`src/rtl/oled_spi_rx.sv`:
```
// Receive-side OLED panel model: samples the 4-wire SPI link and decodes command and data bytes into GRAM writes.
// Optional protocol error reporting (err_sticky/err_code) is enabled by defining OLED_SPI_RX_ERR_EN.
module oled_spi_rx #(
   parameter int COLS   = 128,
   parameter int PAGES  = 8,
   parameter int ADDR_W = 10
) (
   input  logic              clk,
   input  logic              rst_n,
   input  logic              oled_rst,
   input  logic              oled_cs,
   input  logic              oled_sclk,
   input  logic              oled_mosi,
   input  logic              oled_dc,
   output logic              gram_we,
   output logic [ADDR_W-1:0] gram_addr,
   output logic [7:0]        gram_wdata,
   output logic              cmd_valid,
   output logic [7:0]        cmd_byte,
   output logic              disp_on
`ifdef OLED_SPI_RX_ERR_EN
   ,
   output logic              err_sticky,
   output logic [1:0]        err_code
`endif
);
   localparam int CW = $clog2(COLS);
   localparam int PW = $clog2(PAGES);
   localparam logic [ADDR_W-1:0] COLS_A = ADDR_W'(COLS);

   typedef enum logic [2:0] {S_IDLE, S_COL_S, S_COL_E, S_PAGE_S, S_PAGE_E} state_t;

   // Synchroniser bit order: {oled_rst, dc, cs, mosi, sclk}
   logic [4:0] sync1_q, sync1_d, sync2_q, sync2_d;
   logic       sclk_s, mosi_s, cs_s, dc_s, orst_s;
   logic       sclk_prev_q, sclk_prev_d, cs_prev_q, cs_prev_d;
   logic [7:0] shift_q, shift_d, rx_byte_q, rx_byte_d;
   logic [2:0] cnt_q, cnt_d;
   logic       rx_dc_q, rx_dc_d, byte_done_q, byte_done_d;
   logic       sclk_rise, cs_partial;

   assign {orst_s, dc_s, cs_s, mosi_s, sclk_s} = sync2_q;
   assign sclk_rise  = sclk_s & ~sclk_prev_q;
   assign cs_partial = cs_s & ~cs_prev_q & (cnt_q != 3'd0);

   always_comb begin
      sync1_d     = {oled_rst, oled_dc, oled_cs, oled_mosi, oled_sclk};
      sync2_d     = sync1_q;
      sclk_prev_d = sclk_s;
      cs_prev_d   = cs_s;
      shift_d     = shift_q;
      cnt_d       = cnt_q;
      rx_byte_d   = rx_byte_q;
      rx_dc_d     = rx_dc_q;
      byte_done_d = 1'b0;
      if (!orst_s) begin
         shift_d   = 8'd0;
         cnt_d     = 3'd0;
         rx_byte_d = 8'd0;
         rx_dc_d   = 1'b0;
      end else if (cs_s) begin
         shift_d = 8'd0;
         cnt_d   = 3'd0;
      end else if (sclk_rise) begin
         shift_d = {shift_q[6:0], mosi_s};
         cnt_d   = cnt_q + 3'd1;
         if (cnt_q == 3'd7) begin
            rx_byte_d   = shift_d;
            rx_dc_d     = dc_s;
            byte_done_d = 1'b1;
         end
      end
   end

   always_ff @(posedge clk or negedge rst_n) begin
      if (!rst_n) begin
         sync1_q     <= '0;
         sync2_q     <= '0;
         sclk_prev_q <= 1'b0;
         cs_prev_q   <= 1'b0;
         shift_q     <= 8'd0;
         cnt_q       <= 3'd0;
         rx_byte_q   <= 8'd0;
         rx_dc_q     <= 1'b0;
         byte_done_q <= 1'b0;
      end else begin
         sync1_q     <= sync1_d;
         sync2_q     <= sync2_d;
         sclk_prev_q <= sclk_prev_d;
         cs_prev_q   <= cs_prev_d;
         shift_q     <= shift_d;
         cnt_q       <= cnt_d;
         rx_byte_q   <= rx_byte_d;
         rx_dc_q     <= rx_dc_d;
         byte_done_q <= byte_done_d;
      end
   end

   state_t            state_q;
   logic [CW-1:0]     col_q, col_start_q, col_end_q;
   logic [PW-1:0]     page_q, page_start_q, page_end_q;
   logic              gram_we_q, cmd_valid_q, disp_on_q;
   logic [ADDR_W-1:0] gram_addr_q;
   logic [7:0]        gram_wdata_q, cmd_byte_q;
`ifdef OLED_SPI_RX_ERR_EN
   logic              err_sticky_q;
   logic [1:0]        err_code_q;
`endif

   // Byte handler; the synchronised panel reset clears it exactly like rst_n.
   always_ff @(posedge clk or negedge rst_n) begin
      if (!rst_n) begin
         state_q      <= S_IDLE;
         col_q        <= '0;
         col_start_q  <= '0;
         col_end_q    <= CW'(COLS - 1);
         page_q       <= '0;
         page_start_q <= '0;
         page_end_q   <= PW'(PAGES - 1);
         gram_we_q    <= 1'b0;
         gram_addr_q  <= '0;
         gram_wdata_q <= 8'd0;
         cmd_valid_q  <= 1'b0;
         cmd_byte_q   <= 8'd0;
         disp_on_q    <= 1'b0;
`ifdef OLED_SPI_RX_ERR_EN
         err_sticky_q <= 1'b0;
         err_code_q   <= 2'b00;
`endif
      end else if (!orst_s) begin
         state_q      <= S_IDLE;
         col_q        <= '0;
         col_start_q  <= '0;
         col_end_q    <= CW'(COLS - 1);
         page_q       <= '0;
         page_start_q <= '0;
         page_end_q   <= PW'(PAGES - 1);
         gram_we_q    <= 1'b0;
         gram_addr_q  <= '0;
         gram_wdata_q <= 8'd0;
         cmd_valid_q  <= 1'b0;
         cmd_byte_q   <= 8'd0;
         disp_on_q    <= 1'b0;
`ifdef OLED_SPI_RX_ERR_EN
         err_sticky_q <= 1'b0;
         err_code_q   <= 2'b00;
`endif
      end else begin
         gram_we_q   <= 1'b0;
         cmd_valid_q <= 1'b0;
`ifdef OLED_SPI_RX_ERR_EN
         if (cs_partial && err_code_q == 2'b00) begin
            err_sticky_q <= 1'b1;
            err_code_q   <= 2'b01;
         end
`endif
         if (byte_done_q) begin
            if (rx_dc_q) begin
               // Data always wins: an unfinished address sequence is dropped.
`ifdef OLED_SPI_RX_ERR_EN
               if (state_q != S_IDLE && err_code_q == 2'b00) begin
                  err_sticky_q <= 1'b1;
                  err_code_q   <= 2'b10;
               end
`endif
               state_q      <= S_IDLE;
               gram_we_q    <= 1'b1;
               gram_addr_q  <= ADDR_W'(page_q) * COLS_A + ADDR_W'(col_q);
               gram_wdata_q <= rx_byte_q;
               if (col_q != col_end_q) begin
                  col_q <= col_q + 1'b1;
               end else begin
                  col_q <= col_start_q;
                  if (page_q == page_end_q) page_q <= page_start_q;
                  else                      page_q <= page_q + 1'b1;
               end
            end else begin
               case (state_q)
                  S_IDLE: begin
                     if (rx_byte_q == 8'h21) begin
                        state_q <= S_COL_S;
                     end else if (rx_byte_q == 8'h22) begin
                        state_q <= S_PAGE_S;
                     end else begin
                        cmd_valid_q <= 1'b1;
                        cmd_byte_q  <= rx_byte_q;
                        if (rx_byte_q == 8'hAF)      disp_on_q <= 1'b1;
                        else if (rx_byte_q == 8'hAE) disp_on_q <= 1'b0;
                     end
                  end
                  S_COL_S: begin
                     col_start_q <= CW'(rx_byte_q);
                     state_q     <= S_COL_E;
                  end
                  S_COL_E: begin
                     col_end_q <= CW'(rx_byte_q);
                     col_q     <= col_start_q;
                     state_q   <= S_IDLE;
                  end
                  S_PAGE_S: begin
                     page_start_q <= PW'(rx_byte_q);
                     state_q      <= S_PAGE_E;
                  end
                  S_PAGE_E: begin
                     page_end_q <= PW'(rx_byte_q);
                     page_q     <= page_start_q;
                     state_q    <= S_IDLE;
                  end
                  default: state_q <= S_IDLE;
               endcase
            end
         end
      end
   end

   assign gram_we    = gram_we_q;
   assign gram_addr  = gram_addr_q;
   assign gram_wdata = gram_wdata_q;
   assign cmd_valid  = cmd_valid_q;
   assign cmd_byte   = cmd_byte_q;
   assign disp_on    = disp_on_q;
`ifdef OLED_SPI_RX_ERR_EN
   assign err_sticky = err_sticky_q;
   assign err_code   = err_code_q;
`endif

endmodule

```
`config.mk`:
```
export PLATFORM = sky130hd
export DESIGN_NAME = oled_spi_rx
export DESIGN_NICKNAME = d
export VERILOG_FILES = /design/src/rtl/oled_spi_rx.sv
export SDC_FILE = /design/constraint.sdc
export NUM_CORES = 1
export LEC_CHECK = 0
export ABC_AREA = 1
export ABC_CLOCK_PERIOD_IN_PS = 4100
export CORE_MARGIN = 2
export CORE_UTILIZATION = 40
export CTS_CLUSTER_DIAMETER = 150
export DETAILED_ROUTE_END_ITERATION = 16
export GPL_TIMING_DRIVEN = 1
export PLACE_DENSITY_LB_ADDON = 0.08
export SYNTH_ARGS = -nofsm -noshare
export SYNTH_HDL_FRONTEND = slang
export SYNTH_SLANG_ARGS = --single-unit
```
`constraint.sdc`:
```
create_clock -name clk -period 4.1 [get_ports clk]
set_input_delay 1.025 -clock clk [delete_from_list [all_inputs] [get_ports clk]]
set_output_delay 1.025 -clock clk [all_outputs]
set_load 0.02 [all_outputs]
```
==> results list <==
- After synthesis, the mean cell area works out to 8.976 µm².
- The number of buffers and inverters on the critical path is 1.
- Final total negative setup slack: 0 ns
- Number of nets in the synthesized netlist: 466
* Number of unique standard cell types used by synthesis: 31
* Startpoint class of the critical path: flip-flop
- The die covers 11030 µm².
- The tool flagged a number of max-cap violations equal to 0.
* Clock Pin Slew Worst Setup and Hold Paths: 0.10 ns
* Fillers: 972
* Critical path capture point type: primary output
* Synthesized cell area: 4084 µm²
- Number of pins exceeding their max-slew limit in the final report: 0
- Number of levels in the clock H-tree: 3
* Residual antenna-violating net count after detailed routing: 0
- Summed over all nets, the half-perimeter wirelength after detailed placement is 6402 µm.
* Area growth from synthesis to layout: 16.73%
* Critical path start-end classification: flip-flop to primary output
- Fin Clk Skew: 0.01396 ns
- The number of hold violations in the final report was 0.
- The number of setup buffers added after CTS is 0.
- Ports: 36
* Starting density of the core: 41.40%
- Clock tree synthesis inserted a total of 9 buffers.
- Measured in cells, the most critical reg-to-reg path has a length of 10.
- Global-route wire length before repair: 15240 µm
- Root buffer selected by CTS: sky130_fd_sc_hd__clkbuf_8
- Drt total wl: 9068 µm
- Proportion of synthesized chip area in sequential cells: 57.29%
* Setup repair after global routing missed its margin: false
* Net total in the final layout: 503
- Post-synth top area share: 50.86%
* Logic depth of the worst path, buffers included: 1
- The largest single stage delay on the critical path is 0.62 ns.
* Global route total overflow: 0
- Total of endpoints with negative setup slack in the final report: 0
- Vert. Die Dim: 105.0 µm
* Fraction of met1 tracks used by global routing: 23.94%
- Result of the run: finished clean
- Setup slack of the most critical reg-to-reg path: 1.98 ns
* Critical R2R Launch: sync2_q[4]
- Synthesis produced a netlist whose cell count is 455.
- CP startpoint: cmd_byte[1]
- The critical path ends at cmd_byte[1].
- Global routing used 28.43% of the available met2 tracks.
- The clock reaches the later pin of the worst-skew pair after 0.36 ns.
- The kind of cell with the highest combined delay along the critical path is buffers and inverters.
- Dividing the detail-routed via count by the number of cells gives 4.867.
- The count of buffers added on input and output ports is 35.
* Setup Slack @ Placement: 1.983 ns
- Layout cell share with drive strength beyond 1: 10.26%
- Number of cell rows: 36
- Post-CTS repair changed the size of 0 cells.
- CTS sink cnt: 93
- Across all layers, the routed design uses 3066 vias.
- Leading post-synthesis cells by cell area: sky130_fd_sc_hd__dfrtp_1 51%, sky130_fd_sc_hd__nand2_1 11%, sky130_fd_sc_hd__o21ai_0 7.8%
- Measured against its own limit, the worst slew margin works out to 41.19%.
- Static timing analysis puts the maximum clock frequency at 0.4185 GHz.
* Actual transition at the worst max-transition pin: 0.8821 ns
* Worst min path class: flip-flop to flip-flop
- The endpoint identified for the worst register-to-register timing path is state_q[0].
* Cell type with the highest aggregate area in the netlist: sky130_fd_sc_hd__dfrtp_1
- Final critical-path required period: 2.389 ns
* Leakage power: 2.168 nW
- TritonCTS built the clock tree.
* Number of global-route vias before repair: 2991
- Measured along the x axis, the die boundary spans 105.0 µm.
* Total GRT Usage: 17.62%
- Peak VDD IR: 0.2165 mV
* Antenna violations before repair: 0
- Floorplan Core Area: 9864 µm²
- Leaving out fill and tap cells, the most frequent cell in the layout is sky130_fd_sc_hd__nand2_1.
* Yosys reg bits: 93
* RePlAce Congestion: 0.7755
- Maximum number of pins on one net before global-route repair: 70
* DR iter-0 viols: 128
- The repair_antennas step left the layout with diodes totalling 0.
* Data arrival time of the worst path: 1.36 ns
- Fraction of the cycle the final worst path needs: 58.28%
* Max clock buf depth: 2
- Per-cell routed wire length: 14.39 µm
* Final WS setup: 1.711 ns
- Among all stages on the critical path, the largest delay is contributed by sky130_fd_sc_hd__clkdlybuf4s50_1.
- Commonest cells after routing, fill and taps aside: 118 x sky130_fd_sc_hd__nand2_1, 83 x sky130_fd_sc_hd__dfrtp_1, 64 x sky130_fd_sc_hd__o21ai_0
- For this run, design rule violations remaining after detail routing come to 0.
- In this run the worst path has a maximum fanout of 2.
- Traced cell by cell, the critical path runs through clkdlybuf4s50_1.
* GR Layer Usage met3: 3.182%
- For this run, the number of Yosys warnings is 0.
- The global routing stage identified its most utilized layer as met2.
- Hold repair after CTS inserted 0 buffers.
- PwrDens: 393.9 nW/µm²
- CP Data Required Time: 3.07 ns
* Pre-antenna DRT Iters: 4
## worst min-delay path by stage
stage               startpoint          to  slack (ns)  cells past startpoint
finish              sync1_q[2]  sync2_q[2]        0.36                      0
global route        sync1_q[2]  sync2_q[2]        0.37                      0
CTS                 sync1_q[1]  sync2_q[1]        0.36                      0
detailed placement  sync1_q[3]  sync2_q[3]        0.34                      0
global placement    sync1_q[0]  sync2_q[0]        0.33                      0
floorplan           sync1_q[0]  sync2_q[0]        0.33                      0
## routing by layer
metal  vias up  wire length [µm]
met5         -                 0
met4         0               110
met3         7               265
met2        50              4382
met1      1461              4310
li1       1548                 -
## layout make-up
cell class / instances / area (µm²) / area share [%]
inverter: 51 / 191.4 / 4.016
clock inverter: 6 / 76.32 / 1.601
sequential: 93 / 2340 / 49.08
tap: 133 / 166.4 / 3.491
timing repair buffer: 39 / 377.9 / 7.927
clock buffer: 10 / 137.6 / 2.887
multi-input combinational: 298 / 1478 / 31.00
## stage by stage
stage                     area (µm²)  cells  hold WS (ns)  util, %  power [mW]
after floorplan                 4084    455        0.3312        -       1.181
after global placement          4553    614        0.3338    46.16       1.238
after detailed placement        4553    614        0.3356    46.16       1.243
after CTS                       4767    630        0.3630    48.33       1.902
after global routing            4767    630        0.3651    48.33       1.974
final                           4767    630        0.3589    48.33       1.878
## cell usage after synthesis
master and number:
sky130_fd_sc_hd__o21ai_0 64, sky130_fd_sc_hd__xnor2_1 3, sky130_fd_sc_hd__a21boi_4 1, sky130_fd_sc_hd__nor2_1 23, sky130_fd_sc_hd__nor2_8 1, sky130_fd_sc_hd__nand2_4 1, sky130_fd_sc_hd__nor2_2 4, sky130_fd_sc_hd__buf_2 8
sky130_fd_sc_hd__inv_2 4, sky130_fd_sc_hd__o21ai_1 8, sky130_fd_sc_hd__nand2_1 118, sky130_fd_sc_hd__o211ai_1 1, sky130_fd_sc_hd__buf_6 2, sky130_fd_sc_hd__xor2_1 7, sky130_fd_sc_hd__o22ai_1 13, sky130_fd_sc_hd__dfstp_2 10
sky130_fd_sc_hd__a31oi_1 2, sky130_fd_sc_hd__clkbuf_2 1, sky130_fd_sc_hd__nand4_1 1, sky130_fd_sc_hd__inv_1 47, sky130_fd_sc_hd__nor3_1 2, sky130_fd_sc_hd__ha_1 4, sky130_fd_sc_hd__nor4_1 1, sky130_fd_sc_hd__nor3_2 2
sky130_fd_sc_hd__nor2_4 2, sky130_fd_sc_hd__clkbuf_1 2, sky130_fd_sc_hd__nand3_1 28, sky130_fd_sc_hd__a21oi_1 6, sky130_fd_sc_hd__nand3b_1 1, sky130_fd_sc_hd__nand2_2 5, sky130_fd_sc_hd__dfrtp_1 83
## logic make-up after synthesis
group | count (synthesis) | synth area share (%)
AO/OA/AOI/OAI | 95 | 12.50
XOR/XNOR | 10 | 2.145
adder cells (fa/ha/maj) | 4 | 1.226
buffers and inverters | 64 | 6.526
flip-flops | 93 | 57.29
AND/OR/NAND/NOR | 189 | 20.31
## power by group
| group | switching (mW) | leakage, nW | total, mW | internal (mW) |
|---|---|---|---|---|
| logic | 0.147 | 0.823 | 0.214 | 0.0664 |
| registers | 0.0316 | 1.23 | 1.01 | 0.977 |
| clock network | 0.345 | 0.110 | 0.656 | 0.311 |
| total | 0.524 | 2.17 | 1.88 | 1.35 |
## flip-flops by register name (all words and copies together), names as in the netlist, 5 cells and up
signal / cells
cmd_byte: 8
col_end_q: 7
col_q: 7
col_start_q: 7
gram_addr: 10
gram_wdata: 8
rx_byte_q: 8
shift_q: 7
sync1_q: 5
sync2_q: 5
Power figures use the tool's default switching activity.
